`config.mk`:
```
export PLATFORM = sky130hd
export DESIGN_NAME = mat_loader
export DESIGN_NICKNAME = d
export VERILOG_FILES = /design/src/rtl/mat_loader.sv
export SDC_FILE = /design/constraint.sdc
export NUM_CORES = 1
export LEC_CHECK = 0
export ABC_AREA = 0
export BUFFER_PORTS_ARGS = -buffer_cell sky130_fd_sc_hd__buf_2
export CORE_ASPECT_RATIO = 0.8
export CORE_MARGIN = 2
export CORE_UTILIZATION = 45
export DETAILED_ROUTE_END_ITERATION = 10
export GPL_TIMING_DRIVEN = 0
export PLACE_DENSITY_LB_ADDON = 0.05
export SLEW_MARGIN = 30
export SYNTH_ARGS = -nofsm -noshare
export SYNTH_HDL_FRONTEND = slang
export SYNTH_SLANG_ARGS = --single-unit
```
`constraint.sdc`:
```
create_clock -name src_clk -period 3.7 [get_ports src_clk]
set_clock_uncertainty 0.05 [all_clocks]
set_input_delay 0.74 -clock src_clk [delete_from_list [all_inputs] [get_ports src_clk]]
set_output_delay 0.74 -clock src_clk [all_outputs]
set_load 0.005 [all_outputs]
```
`src/rtl/mat_loader.sv`:
```
// Stream-to-Q_RAM write front end: loads matrix 1 then matrix 2, then pulses done.
// Optional MAT_LOADER_CONJ_EN: saturating negation of matrix-2 imaginary data.
`ifndef WORD_LEN
`define WORD_LEN 16
`endif
`ifndef ADDR_BITS
`define ADDR_BITS 4
`endif

module mat_loader #(
   parameter int WORD_LEN  = `WORD_LEN,
   parameter int ADDR_BITS = `ADDR_BITS,
   parameter int DEPTH     = 2**`ADDR_BITS
) (
   input  logic                       src_clk,
   input  logic                       rst,
   input  logic                       start,
   input  logic                       in_valid,
   output logic                       in_ready,
   input  logic signed [WORD_LEN-1:0] in_real,
   input  logic signed [WORD_LEN-1:0] in_imag,
   output logic [3:0]                 we,
   output logic [ADDR_BITS-1:0]       Dir_M1,
   output logic [ADDR_BITS-1:0]       Dir_M2,
   output logic signed [WORD_LEN-1:0] data_m1_real,
   output logic signed [WORD_LEN-1:0] data_m1_imag,
   output logic signed [WORD_LEN-1:0] data_m2_real,
   output logic signed [WORD_LEN-1:0] data_m2_imag,
   output logic                       busy,
   output logic                       done
);

   typedef enum logic [1:0] {IDLE, LOAD_M1, LOAD_M2, DONE} state_t;

   state_t                       state, next_state;
   logic [ADDR_BITS-1:0]         count;
   logic                         beat;
   logic                         last;
   logic signed [WORD_LEN-1:0]   m2_imag;

   assign busy     = (state == LOAD_M1) || (state == LOAD_M2);
   assign done     = (state == DONE);
   assign in_ready = busy;
   assign beat     = in_valid && busy;
   // Compare against DEPTH-1 so non-power-of-two depths wrap correctly
   assign last     = (count == ADDR_BITS'(DEPTH - 1));

`ifdef MAT_LOADER_CONJ_EN
   localparam logic signed [WORD_LEN-1:0] MIN_VAL = {1'b1, {(WORD_LEN-1){1'b0}}};
   assign m2_imag = (in_imag == MIN_VAL) ? ~MIN_VAL : -in_imag;
`else
   assign m2_imag = in_imag;
`endif

   always_comb begin
      next_state = state;
      case (state)
         IDLE:    if (start) next_state = LOAD_M1;
         LOAD_M1: if (beat && last) next_state = LOAD_M2;
         LOAD_M2: if (beat && last) next_state = DONE;
         DONE:    next_state = IDLE;
         default: next_state = IDLE;
      endcase
   end

   always_ff @(posedge src_clk) begin
      if (!rst) begin
         state        <= IDLE;
         count        <= '0;
         we           <= '0;
         Dir_M1       <= '0;
         Dir_M2       <= '0;
         data_m1_real <= '0;
         data_m1_imag <= '0;
         data_m2_real <= '0;
         data_m2_imag <= '0;
      end else begin
         state <= next_state;
         we    <= 4'b0000;
         case (state)
            IDLE: if (start) count <= '0;
            LOAD_M1: if (beat) begin
               we           <= 4'b0011;
               Dir_M1       <= count;
               data_m1_real <= in_real;
               data_m1_imag <= in_imag;
               count        <= last ? '0 : count + ADDR_BITS'(1);
            end
            LOAD_M2: if (beat) begin
               we           <= 4'b1100;
               Dir_M2       <= count;
               data_m2_real <= in_real;
               data_m2_imag <= m2_imag;
               count        <= last ? '0 : count + ADDR_BITS'(1);
            end
            default: ;
         endcase
      end
   end

endmodule

```
==> results list, run 1 <==
- Aggregate routed wire length: 7510 microns
- In this run the number of H-tree levels came out at 3.
- Post-route standard cell area excluding fillers: 0.00399 sq mm
- Tcrit/Tclk final: 0.627
- For this run, the total global-route usage over all layers was measured as 0.211.
- For the pin with the worst max-slew slack, the measured transition is 0.491 ns.
- Pin placement for this block handled 115 I/O pins.
- Number of buffers created by CTS: 9
- Total placed cells including tap cells: 566
- Layout Nets: 532
- Clock transition at the registers of the reported paths: 0.07 ns
- Maximum number of buffers from clock root to sink: 2
* Met1 Wirelength: 3540 microns
- Once the clock tree was built, the setup fixing pass inserted 0 buffers.
* Antenna violations before repair: 0
- After detailed routing, the average wire length per cell comes to 12.9 microns.
- For the worst-skew pair, the clock arrives at the later sink with an insertion delay of 0.34 ns.
- Of the total synthesized cell area, the portion taken by XOR and XNOR cells is 0.00283.
- Of the cells placed in the final design, the portion with a size suffix greater than 1 is 0.282.
* Adder-cell area share of the yosys netlist: 0.0242
- The area growth from synthesis to layout is 28.6%.
* Worst supply voltage drop on vdd: 0.000367 V
- For this run, the share of the core covered by cells in the final layout is 0.587.
- In the routed design, unresolved DRC markers number 0.
- The share of total power dissipated in sequential elements is 0.460.
- In this run the vertical extent of the chip is 78.2 microns.
- Antenna cells: 0
- Signal routing reaches up to met4.
- Net switching share of the total power: 0.286
* Int Pwr: 1.53 mW
* Final setup TNS: 0 ns
- Summed over all cells, the static leakage comes to 1.75 nW.
- # hold bufs at CTS: 0
- Worst max-slew margin expressed relative to the limit: 0.673
* Arrival time of the worst setup path: 1.53 ns
- In the synthesized netlist the async set-or-reset flop fraction comes to 0.
- Basic-gate share of the synthesized area counting and, or, nand and nor cells: 0.222
* First-pass GRT wire length: 12,800 microns
- Number of setup violations in the final report: 0
- Fillers: 689
- For this run, the top clock speed supported by timing is 431 MHz.
- Count of flip-flops with a built-in enable after synthesis: 0
- The die covers 0.00757 sq mm.
- RSZ-0062 raised after global routing: no
- On the final layout, the worst hold slack is 0.410 ns.
- Clock tree synthesis selected as its root buffer the cell sky130_fd_sc_hd__clkbuf_8.
- Count of maximum capacitance violations: 0
* Cell row count: 27
- Average via count per standard cell: 4.69
- Total congestion overflow: 0
- Once detail routing completed, the nets flagged for antenna violations numbered 0.
- Dominant combinational cell family by area after synthesis: simple AND/OR/NAND/NOR gates
* Number of warning messages in the yosys log: 0
- The count of buffers added on input and output ports is 114.
- Final Instance Count excl. Fillers: 580
- The first TritonRoute pass finished after 5 iterations.
- TritonCTS built the clock tree.
* Ys flop type: sky130_fd_sc_hd__dfxtp_1
- For this block, the initial DRC count from the detailed router was 102.
- The netlist uses 24 different library cells.
- Kind of launch point of the worst setup path: flop
- The clock net in this run drives a total of 80 sinks.
- For the finished layout, the period the worst path requires is 2.32 ns.
* Req. time, crit path: 2.91 ns
- After synthesis, the share of cell area in mux cells is 0.00969.
- Resize count post-CTS: 0
- Kind of end point of the critical path: primary output
- Prior to clock tree synthesis, the placed netlist has a worst setup slack of 1.58 ns.
* Slew Limit Fails: 0
- The final hold violation count is 0.
- Vias: 2,719
- Total nets after synthesis: 407
- The compound-cell area share of the yosys netlist was 0.183.
* Met2 WL: 3460 microns
- The run finished with clean final reports.
* Biggest fanout along the worst timing path: 9
* Part of the Yosys area used for sequential elements: 0.517
* Area post-placement: 0.00378 sq mm
- After layout, the design draws a total of 2.14 mW.
* Initial Util: 0.456
- The analysis attributes to net switching a power of 610 uW.
- Combined area of all synthesized cells: 0.00310 sq mm
- Dividing the synthesized area by the synthesized cell count gives 8.49 sq um.
- The synthesized design contains 80 register bits.
- Dividing total power by cell area gives a power density of 536 mW/mm^2.
* Share of power burned in combinational logic: 0.222
* Critical path start-end classification: flop to primary output
- In this run the worst hold path is classified as flop to flop.
* Standard cell core area: 0.00679 sq mm
- The number of global-route vias before repair came to 2,661.
* Met3 wire length: 444 microns
- Of the total power, the clock network draws 0.319.
* Horizontal die dimension: 96.8 microns
- Final Wtd Congestion: 0.768
- Maximum number of pins on one net before global-route repair: 13
- Worst Slack Setup Final: 1.38 ns
- Post-detailed-placement half-perimeter wirelength: 5480 microns
* Number of standard cells after synthesis: 365
cell usage after synthesis (all sizes together) (2+ instances only):
cell type	number	area share
nand3	7	0.011
a21boi	72	0.17
buf	11	0.020
clkbuf	15	0.018
nand2	151	0.18
nor2b	3	0.0061
mux2i	3	0.0097
inv	2	0.0024
and3	2	0.0040
ha	6	0.024
dfxtp	80	0.52
and2	2	0.0040
final cells by class:
type | count | area, sq um | area share
flip-flops and latches | 80 | 1600 | 0.402
repair buffers | 114 | 571 | 0.143
well taps | 87 | 109 | 0.0273
clock inverters | 4 | 70.1 | 0.0176
inverters | 2 | 7.51 | 0.00188
plain buffers | 26 | 119 | 0.0298
multi-input cells | 257 | 1370 | 0.344
clock buffers | 10 | 138 | 0.0345
cells by family (layout without fill, tap and decap cells):
logic type	after synthesis	in the layout
AO/OA/AOI/OAI	76	76
XOR/XNOR	1	1
adder cells (fa/ha/maj)	6	6
buffers and inverters	28	156
flip-flops	80	80
multiplexers	3	3
AND/OR/NAND/NOR	171	171
final timing paths:
path	endpoint	from	cells after the start	slack [ns]
max	in_ready	state[0]	4	1.38
min reg2reg	data_m2_real[7]	data_m2_real[7]	2	0.41
min	data_m2_real[7]	data_m2_real[7]	2	0.41
max reg2reg	data_m1_real[8]	state[0]	6	1.58
power by group through the flow:
stage / registers [mW] / logic, mW / clock network [mW]
after floorplan: 1.00 / 0.283 / 0
after global placement: 0.998 / 0.471 / 0
after detailed placement: 1.00 / 0.478 / 0
after CTS: 0.982 / 0.480 / 0.702
after global routing: 0.992 / 0.537 / 0.740
final: 0.982 / 0.473 / 0.680
flip-flops by register name, summed over array words and instances (netlist names):
| name | cells |
|---|---|
| data_m1_imag | 16 |
| data_m1_real | 16 |
| data_m2_imag | 16 |
| data_m2_real | 16 |
| Dir_M1 | 4 |
| Dir_M2 | 4 |
| count | 4 |
| state | 2 |
| we | 2 |
worst max-delay path, stage by stage (launching register included):
cell,delay (ns)
sky130_fd_sc_hd__dfxtp_1,0.38
sky130_fd_sc_hd__inv_1,0.10
sky130_fd_sc_hd__ha_1,0.42
sky130_fd_sc_hd__buf_4,0.17
sky130_fd_sc_hd__buf_2,0.11
cells in the final DEF, fill, tap and decap left out:
cell type	count
sky130_fd_sc_hd__nor3b_1	1
sky130_fd_sc_hd__ha_1	6
sky130_fd_sc_hd__nand2_1	151
sky130_fd_sc_hd__o31ai_1	1
sky130_fd_sc_hd__and2_1	2
sky130_fd_sc_hd__nand3_1	7
sky130_fd_sc_hd__mux2i_1	3
sky130_fd_sc_hd__a22oi_1	1
sky130_fd_sc_hd__bufinv_16	2
sky130_fd_sc_hd__nand4b_1	1
sky130_fd_sc_hd__inv_1	2
sky130_fd_sc_hd__o21ai_0	1
sky130_fd_sc_hd__dfxtp_1	80
sky130_fd_sc_hd__a21o_1	1
sky130_fd_sc_hd__or4b_1	1
sky130_fd_sc_hd__clkbuf_8	10
sky130_fd_sc_hd__xnor2_1	1
sky130_fd_sc_hd__nand2b_1	1
sky130_fd_sc_hd__buf_4	3
sky130_fd_sc_hd__clkinv_2	2
sky130_fd_sc_hd__or3_1	1
sky130_fd_sc_hd__a21boi_0	72
sky130_fd_sc_hd__nor2b_1	3
sky130_fd_sc_hd__clkbuf_1	15
sky130_fd_sc_hd__buf_2	122
sky130_fd_sc_hd__nor2_1	1
sky130_fd_sc_hd__and3_1	2
per-layer routing:
layer,vias to the layer above,global-route usage
li1,1423,-
met1,1222,0.267
met2,68,0.349
met3,6,0.0739
met4,0,0.0507
met5,-,0
Power figures use the tool's default switching activity.
==> run 2, diff against run 1 <==
--- a/config.mk
+++ b/config.mk
@@ -5,7 +5,7 @@
 export SDC_FILE = /design/constraint.sdc
 export NUM_CORES = 1
 export LEC_CHECK = 0
-export ABC_AREA = 0
+export ABC_AREA = 1
 export BUFFER_PORTS_ARGS = -buffer_cell sky130_fd_sc_hd__buf_2
 export CORE_ASPECT_RATIO = 0.8
 export CORE_MARGIN = 2
==> constraint.sdc (replaced) <==
create_clock -name src_clk -period 2.2 [get_ports src_clk]
set_clock_uncertainty 0.05 [all_clocks]
set_input_delay 0.44 -clock src_clk [delete_from_list [all_inputs] [get_ports src_clk]]
set_output_delay 0.44 -clock src_clk [all_outputs]
set_load 0.005 [all_outputs]
==> run 2 against run 1 <==
  * Register-to-register slack got worse by 1.1 ns
  * Non-clock buffer count rose by 3
  * Flip-flop and latch count did not move
  * Cell count rose by 2.4%
  * First-iteration DRC count rose by 24%
  * Synthesized area fell by 2.2%
  * Sequential share of layout area rose by 0.36 points
  * Hold slack got worse by 0.095 ns
  * Cell area fell by 0.88%
  * Power rose by 110%
  * Clock power rose by 93%
  * Global-route usage rose by 1.8 points
  * Critical path type unchanged
  * Largest power group unchanged
==> results list, run 2 <==
- The HPWL after detailed placement is 5780 microns (+5.5%).
* Count of buffers inserted at the top-level ports: 114 (unchanged)
* Combined area of all synthesized cells: 0.00303 sq mm (-2.2%)
* Tcrit/Tclk final: 0.873
- Cell type with the highest aggregate area in the netlist: sky130_fd_sc_hd__dfxtp_1
- Origin of the worst setup path: state[1]
* Part of the Yosys area used for sequential elements: 0.529 (+0.0117)
- Number of standard cells after synthesis: 380 (+4.1%)
- The average detailed-routed wire length per instance was 13.7 microns (+5.5%).
* Worst supply voltage drop on vdd: 0.000644 V (+76%)
* Arrival time of the worst setup path: 1.43 ns (-0.10 ns)
- The area of the multi-input gates came to 0.00121 sq mm (-12%).
- The final standard cell count with taps included and fillers excluded is 594 (+2.4%).
- Clock root buffer master: sky130_fd_sc_hd__clkbuf_8
- Final Hold Viols: 0 (unchanged)
- Async set or reset register ratio after synthesis: 0 (unchanged)
- Critical path start-end classification: flop to primary output
- Resize count post-CTS: 0 (unchanged)
- Maximum number of pins on one net before global-route repair: 14 (+1)
* Number of buffers created by CTS: 9 (unchanged)
- The mean post-synth cell area was 7.97 sq um (-6.1%).
* CTS tree: built
* Slew Limit Fails: 0 (unchanged)
- The core area came to 0.00644 sq mm (-5.1%).
* Total placed cells including tap cells: 578 (+2.1%)
* Layout Nets: 547 (+2.8%)
* Clock H-tree levels: 3 (unchanged)
* Most common library cells after synthesis: 80 x sky130_fd_sc_hd__dfxtp_1, 71 x sky130_fd_sc_hd__nor2_1, 46 x sky130_fd_sc_hd__nand2_1
- In this run the critical register-to-register path is launched from state[1].
* Cell depth of the worst hold path: 3 (+1)
- The total nets after synthesis is 422 (+3.7%).
* Biggest fanout along the worst timing path: 4 (-5)
- Yosys attributes the largest share of cell area to sky130_fd_sc_hd__dfxtp_1 53%, sky130_fd_sc_hd__nor2_1 8.8%, sky130_fd_sc_hd__a21oi_1 7.4%.
- Antenna violations before repair: 0 (unchanged)
- In the post-synthesis netlist, the cell with the most instances is sky130_fd_sc_hd__dfxtp_1.
* Total leakage power: 1.82 nW (+4.3%)
- The worst path in the final design needs a cycle of 1.92 ns, including I/O delays and setup.
* Kind of end point of the critical path: primary output
- Antenna violation net count after detailed routing: 0 (unchanged)
- The overall power consumption is 4.52 mW (+110%).
- The depth of the worst register-to-register path is 8 (+2).
- Count of flip-flops with a built-in enable after synthesis: 0 (unchanged)
* Aggregate routed wire length: 8110 microns (+8.0%)
- The quantity of hold-fixing buffers added after cts came to 0 (unchanged).
- Vias: 2,900 (+6.7%)
- Maximum number of buffers from clock root to sink: 2 (unchanged)
- The endpoint required time on the critical path came to 1.71 ns (-1.20 ns).
* Area post-placement: 0.00370 sq mm (-1.9%)
- The simple-gate share of the synthesized area came to 0.232 (+0.0100).
* Area overhead of the layout relative to synthesis: 30.4%
- Mux share of post-synthesis cell area: 0 (-0.00969)
* Fillers: 622 (-9.7%)
- The fraction of layout cells with a size suffix above 1 came to 0.306 (+0.0239).
* Power Density: 1140 mW/mm^2 (+110%)
- Total congestion overflow: 0 (unchanged)
- The area share of the largest cell type after synthesis was 0.529 (+0.0117).
* Ys flop type: sky130_fd_sc_hd__dfxtp_1
- Clock sinks: 80 (unchanged)
- Final Wtd Congestion: 0.810 (+5.6%)
* Cell row count: 26 (-3.7%)
- Post-CTS Setup Inserts: 0 (unchanged)
- Adder-cell area share of the yosys netlist: 0.0248 (+0.000551)
- Worst max-slew margin expressed relative to the limit: 0.655 (-0.0178)
- Average via count per standard cell: 4.88 (+4.1%)
- Leaving out fill and tap cells, the most frequent cells in the layout are 121 x sky130_fd_sc_hd__buf_2, 80 x sky130_fd_sc_hd__dfxtp_1, 71 x sky130_fd_sc_hd__nor2_1, 46 x sky130_fd_sc_hd__nand2_1, 45 x sky130_fd_sc_hd__a21oi_1.
- GR Util All Layers: 0.230 (+0.0184)
- Die Height: 77.4 microns (-1.1%)
- The flip-flop and latch area was 0.00160 sq mm (unchanged).
- The accumulated negative setup slack is 0 ns (unchanged).
- Drt drc: 0 (unchanged)
- The flow ran to the end, and the final reports show no timing, DRC or antenna violations.
* Horizontal die dimension: 95.7 microns (-1.1%)
* Number of register bits inferred by synthesis: 80 (unchanged)
- The worst setup path is launched from a flop.
- The worst hold slack after final layout was 0.315 ns (-0.0949 ns).
- Setup repair after global routing left no endpoint under its margin.
* Initial Util: 0.470 (+0.0140)
- Count of maximum capacitance violations: 0 (unchanged)
- Highest attainable clock frequency: 520 MHz
* Number of setup violations in the final report: 0 (unchanged)
- Clock latency on the worst-skew pair: 0.34 ns (about the same)
* Commonest non-fill, non-tap cell in the layout: sky130_fd_sc_hd__buf_2
- Dominant combinational cell family by area after synthesis: simple AND/OR/NAND/NOR gates
- Min-Delay Path Class: input pin to flop
* Drt initial violations: 126 (+24%)
* First-pass GRT wire length: 13,200 microns (+3.1%)
* Actual slew at the worst max-slew pin: 0.518 ns (+0.0267 ns)
- In this run the most critical hold path is launched from in_real[0].
- Clock transition at the registers of the reported paths: 0.09 ns (+0.02 ns)
- Number of I/O pins: 115 (unchanged)
- Total iterations of the first detailed-routing run: 4 (-1)
* Share of the synthesized netlist area taken by xor and xnor gates: 0 (-0.00283)
* Share of the synthesized area in compound gates (AO/OA/AOI/OAI): 0.143 (-0.0409)
- Post-route standard cell area excluding fillers: 0.00395 sq mm (-0.88%)
- Number of warning messages in the yosys log: 0 (unchanged)
- Antenna cells: 0 (unchanged)
- The die area is 0.00741 sq mm (-2.1%).
- Library cells used by synthesis: 20 (-17%)
- The number of global-route vias before repair was 2,752 (+3.4%).
## run 2: cell count changes in the layout (fill, tap and decap cells not counted), moves of 3 or more
cell / delta
sky130_fd_sc_hd__nand2_1: -105
sky130_fd_sc_hd__a21boi_0: -72
sky130_fd_sc_hd__nor2_1: +70
sky130_fd_sc_hd__a21oi_1: +45
sky130_fd_sc_hd__nand3_1: +37
sky130_fd_sc_hd__o21ai_0: +37
sky130_fd_sc_hd__inv_1: +8
sky130_fd_sc_hd__buf_4: +5
sky130_fd_sc_hd__nand2_2: +4
sky130_fd_sc_hd__buf_6: +3
sky130_fd_sc_hd__clkbuf_1: -3
sky130_fd_sc_hd__mux2i_1: -3
sky130_fd_sc_hd__nor2b_1: -3
## run 2: critical path, stage by stage, from the launching register on
cell                      delay [ns]
sky130_fd_sc_hd__dfxtp_1        0.39
sky130_fd_sc_hd__inv_1          0.10
sky130_fd_sc_hd__ha_1           0.34
sky130_fd_sc_hd__buf_4          0.15
sky130_fd_sc_hd__buf_2          0.11
## run 2: report_power, final
| part | internal, mW | total, mW | leakage (nW) | switching, mW |
|---|---|---|---|---|
| clock | 0.786 | 1.31 | 0.124 | 0.524 |
| combinational | 0.568 | 1.44 | 1.05 | 0.873 |
| sequential | 1.65 | 1.77 | 0.649 | 0.113 |
| total | 3.01 | 4.52 | 1.82 | 1.51 |
## run 2: stage by stage
stage	setup slack, ns	utilization
after floorplan	0.722	-
after global placement	0.540	0.575
after detailed placement	0.486	0.575
after CTS	0.250	0.613
after global routing	0.173	0.613
final	0.279	0.613
## run 2: logic make-up (layout without fill, tap and decap cells)
| logic type | Yosys count | in the layout |
|---|---|---|
| buf+inv | 41 | 171 |
| compound gates | 85 | 85 |
| fa+ha+maj | 6 | 6 |
| simple gates | 168 | 168 |
| flops | 80 | 80 |
## run 2: per-layer routing
| metal | track usage | vias to the layer above | part of all wire |
|---|---|---|---|
| li1 | - | 1493 | - |
| met1 | 0.298 | 1300 | 0.46 |
| met2 | 0.357 | 97 | 0.45 |
| met3 | 0.0932 | 10 | 0.077 |
| met4 | 0.0557 | 0 | 0.012 |
| met5 | 0 | - | 0 |
## run 2: final timing paths
check                      to  slack, ns
max                  in_ready       0.28
min           data_m2_real[0]       0.31
max reg2reg   data_m1_real[9]       0.48
min reg2reg  data_m1_real[12]       0.41
## run 2: final cells by class
| class | instances | area share |
|---|---|---|
| sequential | 80 | 0.405 |
| multi-input combinational | 259 | 0.306 |
| timing repair buffer | 114 | 0.144 |
| buffer | 29 | 0.0431 |
| clock buffer | 11 | 0.0358 |
| tap | 84 | 0.0266 |
| clock inverter | 5 | 0.0263 |
| inverter | 12 | 0.0120 |
